## config.mk

```make
export PLATFORM = sky130hd
export DESIGN_NAME = pipe_ctrl
export DESIGN_NICKNAME = d
export VERILOG_FILES = /design/src/rtl/pipe_ctrl.sv
export SDC_FILE = /design/constraint.sdc
export NUM_CORES = 1
export LEC_CHECK = 0
export CORE_AREA = 5 5 145 147
export DETAILED_ROUTE_END_ITERATION = 6
export DIE_AREA = 0 0 150 152
export PLACE_DENSITY = 0.85
export SYNTH_ARGS = -nofsm -noshare
export SYNTH_HDL_FRONTEND = slang
export SYNTH_SLANG_ARGS = --single-unit
```

## constraint.sdc

```tcl
create_clock -name clk -period 5.05 [get_ports clk]
set_input_delay 1.01 -clock clk [delete_from_list [all_inputs] [get_ports clk]]
set_output_delay 1.01 -clock clk [all_outputs]
set_load 0.05 [all_outputs]
```

## src/rtl/pipe_ctrl.sv

```systemverilog
// Pipeline sequencer: owns fetch PC, IF/ID register, downstream stage valids and perf counters.
// Latency: IF/ID is valid one cycle after an accepted fetch; stage valids advance one stage per cycle.
// Backpressure: imem_ready_i low or stall_i high holds the PC; a redirect during an open fetch drops its response.
module pipe_ctrl #(
    parameter int                  PC_WIDTH  = 32,
    parameter logic [PC_WIDTH-1:0] RESET_PC  = 32'h1c000000,
    parameter int                  CNT_WIDTH = 32
) (
    input  logic                 clk,
    input  logic                 rst,
    input  logic                 stall_i,
    input  logic [3:0]           flush_i,
    input  logic                 jump_i,
    input  logic [PC_WIDTH-1:0]  jump_target_i,
    input  logic                 imem_ready_i,
    input  logic [31:0]          imem_rdata_i,
    output logic                 imem_req_o,
    output logic [PC_WIDTH-1:0]  imem_addr_o,
    output logic                 ifid_valid_o,
    output logic [PC_WIDTH-1:0]  ifid_pc_o,
    output logic [31:0]          ifid_instr_o,
    output logic                 idex_valid_o,
    output logic                 exmem_valid_o,
    output logic                 memwb_valid_o,
    output logic [CNT_WIDTH-1:0] retire_cnt_o,
    output logic [CNT_WIDTH-1:0] stall_cnt_o,
    output logic [CNT_WIDTH-1:0] redir_cnt_o
);

    typedef enum logic {RUN, DROP} state_t;

    state_t              state;
    logic [PC_WIDTH-1:0] pc;
    logic [PC_WIDTH-1:0] redir_pc;

    assign imem_req_o  = ~rst;
    assign imem_addr_o = pc;

    always_ff @(posedge clk) begin
        if (rst) begin
            state         <= RUN;
            pc            <= RESET_PC;
            redir_pc      <= '0;
            ifid_valid_o  <= 1'b0;
            ifid_pc_o     <= '0;
            ifid_instr_o  <= '0;
            idex_valid_o  <= 1'b0;
            exmem_valid_o <= 1'b0;
            memwb_valid_o <= 1'b0;
            retire_cnt_o  <= '0;
            stall_cnt_o   <= '0;
            redir_cnt_o   <= '0;
        end else begin
            case (state)
                RUN: begin
                    if (jump_i && imem_ready_i) begin
                        pc <= jump_target_i;
                    end else if (jump_i) begin
                        // The open fetch must complete before the PC may move.
                        redir_pc <= jump_target_i;
                        state    <= DROP;
                    end else if (!stall_i && imem_ready_i) begin
                        pc <= pc + PC_WIDTH'(4);
                    end
                end
                DROP: begin
                    if (imem_ready_i) begin
                        pc    <= jump_i ? jump_target_i : redir_pc;
                        state <= RUN;
                    end else if (jump_i) begin
                        redir_pc <= jump_target_i;
                    end
                end
                default: state <= RUN;
            endcase

            if (flush_i[3] || jump_i || state == DROP) begin
                ifid_valid_o <= 1'b0;
            end else if (stall_i) begin
                ifid_valid_o <= ifid_valid_o;
            end else if (imem_ready_i) begin
                ifid_valid_o <= 1'b1;
                ifid_pc_o    <= pc;
                ifid_instr_o <= imem_rdata_i;
            end else begin
                ifid_valid_o <= 1'b0;
            end

            idex_valid_o  <= ifid_valid_o  & ~(flush_i[2] | stall_i);
            exmem_valid_o <= idex_valid_o  & ~flush_i[1];
            memwb_valid_o <= exmem_valid_o & ~flush_i[0];

            if (memwb_valid_o) retire_cnt_o <= retire_cnt_o + CNT_WIDTH'(1);
            if (stall_i)       stall_cnt_o  <= stall_cnt_o  + CNT_WIDTH'(1);
            if (jump_i)        redir_cnt_o  <= redir_cnt_o  + CNT_WIDTH'(1);
        end
    end

endmodule
```

==> results of run 1 <==
[registers in the layout, indices dropped and copies added (netlist names)]
signal,cells
ifid_instr_o,32
ifid_pc_o,32
imem_addr_o,32
redir_cnt_o,32
redir_pc,32
retire_cnt_o,32
stall_cnt_o,32
exmem_valid_o,1
idex_valid_o,1
ifid_valid_o,1
memwb_valid_o,1
state,1
[power breakdown]
part	total, mW	internal [mW]	switching [mW]
clock	1.90	1.17	0.731
sequential	1.90	1.85	0.0515
combinational	0.447	0.166	0.281
[synth_stat cells (25+ instances only)]
cell      count  area, sq um
nand2_1     256          961
a21oi_1     139          696
nor4_1       25          156
nor2_1      142          533
nand4_1      45          282
xor2_1       30          263
xnor2_1      56          490
o21ai_0      40          200
nor3_1       35          175
clkbuf_1     66          248
nand3_1      38          190
dfxtp_1     229         4580
[critical path: stages]
cell and delay, ns:
buf_6 0.41, inv_1 0.44, clkdlybuf4s50_1 0.82
[stage by stage]
stage / area (sq um) / total power [mW] / cells
after global routing: 13900 / 4.39 / 1816
after floorplan: 10200 / 2.19 / 1304
after CTS: 13900 / 4.28 / 1816
after detailed placement: 13000 / 2.38 / 1771
final: 13900 / 4.25 / 1816
after global placement: 13000 / 2.37 / 1771
[cell families (layout without fill, tap and decap cells)]
family	Yosys count	count (layout)	share of synthesized area (%)
and+or+nand+nor	619	619	28.0
AOI/OAI and AO/OA	248	248	14.2
DFF	229	229	44.9
buffers and inverters	107	349	3.99
xor gates and xnor gates	86	86	7.37
muxes	11	11	1.11
adders and majority gates	4	4	0.490
[routing by layer]
| metal | GRT usage, % | vias up | part of all wire (%) |
|---|---|---|---|
| li1 | - | 4949 | - |
| met5 | 0 | - | 0 |
| met2 | 42.0 | 443 | 46 |
| met1 | 33.6 | 4765 | 40 |
| met4 | 10.5 | 0 | 4.1 |
| met3 | 5.96 | 91 | 9.1 |
[area by class of cell]
class	instances	area [sq um]
fillers	1607	5900
multi-input cells	968	5240
flip-flops and latches	229	4580
repair buffers	280	2770
clock buffers	34	699
well taps	270	338
clock inverters	11	159
inverters	24	90.1
[worst max path at each step]
stage	from	endpoint	slack, ns	depth (start not counted)
after floorplan	rst	imem_req_o	2.31	2
after global placement	rst	imem_req_o	1.38	3
after detailed placement	imem_ready_i	ifid_instr_o[0]	1.37	5
after CTS	rst	imem_req_o	1.36	3
after global routing	rst	imem_req_o	1.25	3
final	rst	imem_req_o	1.31	3
==> flow_metrics.env, run 1 <==
export IMPL_cts_sinks=229
export IMPL_hp_start="ifid_pc_o[12]"
export IMPL_finalCritPeriodShare_pct=74.0
export IMPL_synth_area_sq_um=10200
export IMPL_cts_resized=0
export IMPL_min_path_cells=2
export IMPL_cap_violations=0
export IMPL_die_w_um=150
export IMPL_setup_viol_count_final=0
export IMPL_r2r_start="state"
export IMPL_synthesis_yosys_warnings=0
export IMPL_grt_pass1_vias=9709
export IMPL_fin_skew_ns=0.0179
export IMPL_peakVddDrop_uv=225
export IMPL_synth_main_ff_cell="dfxtp_1"
export IMPL_clk_pin_slew_ns=0.06
export IMPL_start_util_pct=51.6
export IMPL_rr_endpoint="ifid_instr_o[9]"
export IMPL_fmax_mhz=268
export IMPL_wl_per_cell_um=17.1
export IMPL_fin_util_pct=70.2
export IMPL_hold_ws_ns=0.452
export IMPL_design_die_area_sq_um=22800
export IMPL_clockBufferDepth=3
export IMPL_h_tree_depth=1
export IMPL_grt_use_total_pct=26.0
export IMPL_synth_nets=1381
export IMPL_antenna_found_initial=0
export IMPL_core_area_sq_um=19800
export IMPL_slew_headroom_pct=23.8
export IMPL_place_ws_ns=1.37
export IMPL_seq_area_frac_synth_pct=44.9
export IMPL_diodes=0
export IMPL_endpoint_kind="output pin"
export IMPL_drt_iter0_markers=971
export IMPL_ios=270
export IMPL_postCtsSetupBuffers=0
export IMPL_fin_ws_ns=1.31
export IMPL_clock_latency_ns=0.52
export IMPL_layout_common_cells="267 x clkdlybuf4s50_1, 256 x nand2_1, 229 x dfxtp_1"
export IMPL_ys_types=61
export IMPL_vias=10248
export IMPL_ys_ff_latch=229
export IMPL_finalSetupTns_ns=0
export IMPL_cts_tree="done"
export IMPL_grt_max_degree=88
export IMPL_nets=1605
export IMPL_wl_mm=31.0
export IMPL_crit_arrival_ns=2.73
export IMPL_final_common_cell="clkdlybuf4s50_1"
export IMPL_critPathMaxFanout=70
export IMPL_crit_type="in2out"
export IMPL_num_rows=52
export IMPL_period_needed_ns=3.74
export IMPL_syn_inst=1304
export IMPL_portBuffers=269
export IMPL_gp_congestion=0.923
export IMPL_power_density_nw_per_um2=306
export IMPL_ys_async_sr_fraction_pct=0
export IMPL_r2r_setup_slack_ns=2.43
export IMPL_hp_class="reg2reg"
export IMPL_hpwl_mm=21.7
export IMPL_slew_violations=0
export IMPL_reg2regPathDepth=7
export IMPL_hold_violations=0
export IMPL_synth_edf_count=0
export IMPL_die_h_um=152
export IMPL_via_per_inst=5.64
export IMPL_ant_nets=0
export IMPL_area_delta_synth_final_pct=35.9
export IMPL_cts_buffers=25
export IMPL_grt_ovfl_total=0
export IMPL_rsz0062_at_grt="false"
export IMPL_drcViolationCount=0
export IMPL_hold_end="ifid_pc_o[12]"
export IMPL_run_status="finished clean"
export IMPL_cts_hold_buffers=0
export IMPL_start_kind="primary input"
export IMPL_syn_avg_cell_area_sq_um=7.83
export IMPL_power_leakage_nw=4.62
export IMPL_grt_pass1_wl_mm=49.8
export IMPL_worst_pin_slew_ns=1.14
export IMPL_root_buffer="clkbuf_16"
export IMPL_first_pass_iters=5
export IMPL_required_ns=4.04
export IMPL_drive_gt1_share_pct=4.53
Note: power is estimated with default switching activity, not from simulation.
==> inputs of run 2 (changes only) <==
- CORE_AREA: 5 5 145 147 -> 5 5 159 161
- DIE_AREA: 0 0 150 152 -> 0 0 164 166
- PLACE_DENSITY: 0.85 -> 0.75
- clock period: 5.05 -> 3.05 ns (I/O delays scaled with it)
==> run 2 against run 1 <==
Compared with the run above: clock skew down 0.0093 ns; first-iteration DRC count down 16%; global-route usage down 3.5 points; sequential share of layout area down 0.63 points; hold slack worse by 0.049 ns; clock-buffer cell count up 1; core utilization down 11 points; highest routed layer unchanged.
==> flow_metrics.env, run 2 (same netlist as run 1, synthesis figures left out) <==
export IMPL_clockBufferDepth=3
export IMPL_r2r_start="imem_addr_o[2]"
export IMPL_cts_hold_buffers=0
export IMPL_finalCritPeriodShare_pct=85.2
export IMPL_fmax_mhz=385
export IMPL_path_depth=1
export IMPL_clk_pin_slew_ns=0.06
export IMPL_min_path_cells=2
export IMPL_crit_start="imem_addr_o[13]"
export IMPL_start_util_pct=42.9
export IMPL_ant_nets=0
export IMPL_postCtsSetupBuffers=0
export IMPL_grt_ovfl_total=0
export IMPL_slew_headroom_pct=40.7
export IMPL_die_w_um=164
export IMPL_crit_end="imem_addr_o[13]"
export IMPL_cts_resized=0
export IMPL_cts_sinks=229
export IMPL_cp_cell_sequence="clkdlybuf4s50_1"
export IMPL_core_area_sq_um=23800
export IMPL_first_pass_iters=5
export IMPL_antenna_found_initial=1
export IMPL_wl_per_cell_um=16.8
export IMPL_power_density_nw_per_um2=513
export IMPL_path_buf_inv=1
export IMPL_clock_latency_ns=0.52
export IMPL_intPower_mw=5.44
export IMPL_critPathMaxStageDelay_ns=0.92
export IMPL_hp_class="in2reg"
export IMPL_endpoint_kind="output pin"
export IMPL_required_ns=2.44
export IMPL_cp_top_family="buffers and inverters"
export IMPL_place_inst=1839
export IMPL_reg2regPathDepth=7
export IMPL_design_die_area_sq_um=27200
export IMPL_nets=1620
export IMPL_grt_pass1_vias=9669
export IMPL_gp_congestion=0.893
export IMPL_cts_tree="done"
export IMPL_slowest_stage="clkdlybuf4s50_1"
export IMPL_r2r_setup_slack_ns=0.53
export IMPL_fin_util_pct=59.4
export IMPL_seqPwrFrac_pct=43.4
export IMPL_power_leakage_nw=4.73
export IMPL_hold_ws_ns=0.403
export IMPL_run_status="finished clean"
export IMPL_setup_viol_count_final=0
export IMPL_wl_mm=31.7
export IMPL_final_common_cell="clkdlybuf4s50_1"
export IMPL_fin_cells=1887
export IMPL_grt_max_degree=83
export IMPL_start_kind="register"
export IMPL_drive_gt1_share_pct=5.76
export IMPL_critPathMaxFanout=8
export IMPL_clkPwrFrac_pct=46.2
export IMPL_area_delta_synth_final_pct=38.5
export IMPL_rr_endpoint="imem_addr_o[30]"
export IMPL_grt_use_total_pct=22.5
export IMPL_root_buffer="clkbuf_16"
export IMPL_ios=270
export IMPL_num_rows=57
export IMPL_combPwrFrac_pct=10.4
export IMPL_p_sw_mw=1.81
export IMPL_placed_area_sq_um=13200
export IMPL_peakVddDrop_uv=399
export IMPL_portBuffers=269
export IMPL_slew_violations=0
export IMPL_crit_type="reg2out"
export IMPL_worst_pin_slew_ns=0.890
export IMPL_cts_buffers=26
export IMPL_hold_violations=0
export IMPL_drcViolationCount=0
export IMPL_die_h_um=166
export IMPL_finalSetupTns_ns=0
export IMPL_cap_violations=0
export IMPL_layout_common_cells="266 x clkdlybuf4s50_1, 256 x nand2_1, 229 x dfxtp_1"
export IMPL_netSwitchingFraction_pct=25.0
export IMPL_h_tree_depth=1
export IMPL_grt_pass1_wl_mm=51.3
export IMPL_rsz0062_at_grt="false"
export IMPL_period_needed_ns=2.60
export IMPL_hpwl_mm=22.3
export IMPL_via_per_inst=5.42
export IMPL_fin_skew_ns=0.00863
export IMPL_final_cell_area_sq_um=14100
export IMPL_drt_iter0_markers=813
export IMPL_vias=10220
export IMPL_crit_arrival_ns=1.99
-- run 2: cell types whose count changed in the layout (fill, tap and decap cells not counted), moves of 2 or more --
cell / change
clkinvlp_4: +2
buf_4: +13
clkbuf_16: +2
clkbuf_8: +2
clkbuf_1: -3
buf_12: +2
-- run 2: how the worst min path moves through the flow --
stage	from	to	slack [ns]
final	rst	redir_cnt_o[31]	0.40
after detailed placement	ifid_instr_o[31]	ifid_instr_o[31]	0.45
after floorplan	redir_pc[14]	redir_pc[14]	0.43
after global placement	redir_pc[14]	redir_pc[14]	0.44
after CTS	rst	redir_cnt_o[31]	0.39
after global routing	rst	redir_cnt_o[30]	0.39
-- run 2: metrics by stage --
stage	total power [mW]	worst slack [ns]
after floorplan	3.63	0.719
after global placement	3.96	0.535
after detailed placement	3.96	0.463
after CTS	7.32	0.452
after global routing	7.52	0.420
final	7.25	0.451
-- run 2: area by class of cell --
class	instances	area (sq um)
multi-input cells	968	5240
clock buffers	35	766
fillers	2164	9670
diodes	1	2.50
clock inverters	12	165
well taps	324	405
flip-flops and latches	229	4580
inverters	24	90.1
repair buffers	294	2900
-- run 2: worst register-to-register path: cells and delay by family, from the launching register on --
kind / cells / cell delay (ns)
AND/OR/NAND/NOR: 3 / 1.29
flip-flops: 1 / 0.31
AO/OA/AOI/OAI: 2 / 0.36
adder cells (fa/ha/maj): 1 / 0.29
buffers and inverters: 1 / 0.17
-- run 2: power groups by stage --
stage / Clock [mW] / Sequential (mW) / Combinational [mW]
after floorplan: 0 / 3.35 / 0.280
after global placement: 0 / 3.21 / 0.747
after detailed placement: 0 / 3.21 / 0.754
after CTS: 3.41 / 3.15 / 0.758
after global routing: 3.55 / 3.15 / 0.812
final: 3.35 / 3.15 / 0.757
-- run 2: routing by layer --
metal,vias up,share of wire [%],GRT usage [%]
li1,4992,-,-
met1,4792,44,30.7
met2,366,45,35.6
met3,70,8.0,5.19
met4,0,3.2,6.60
met5,-,0,0
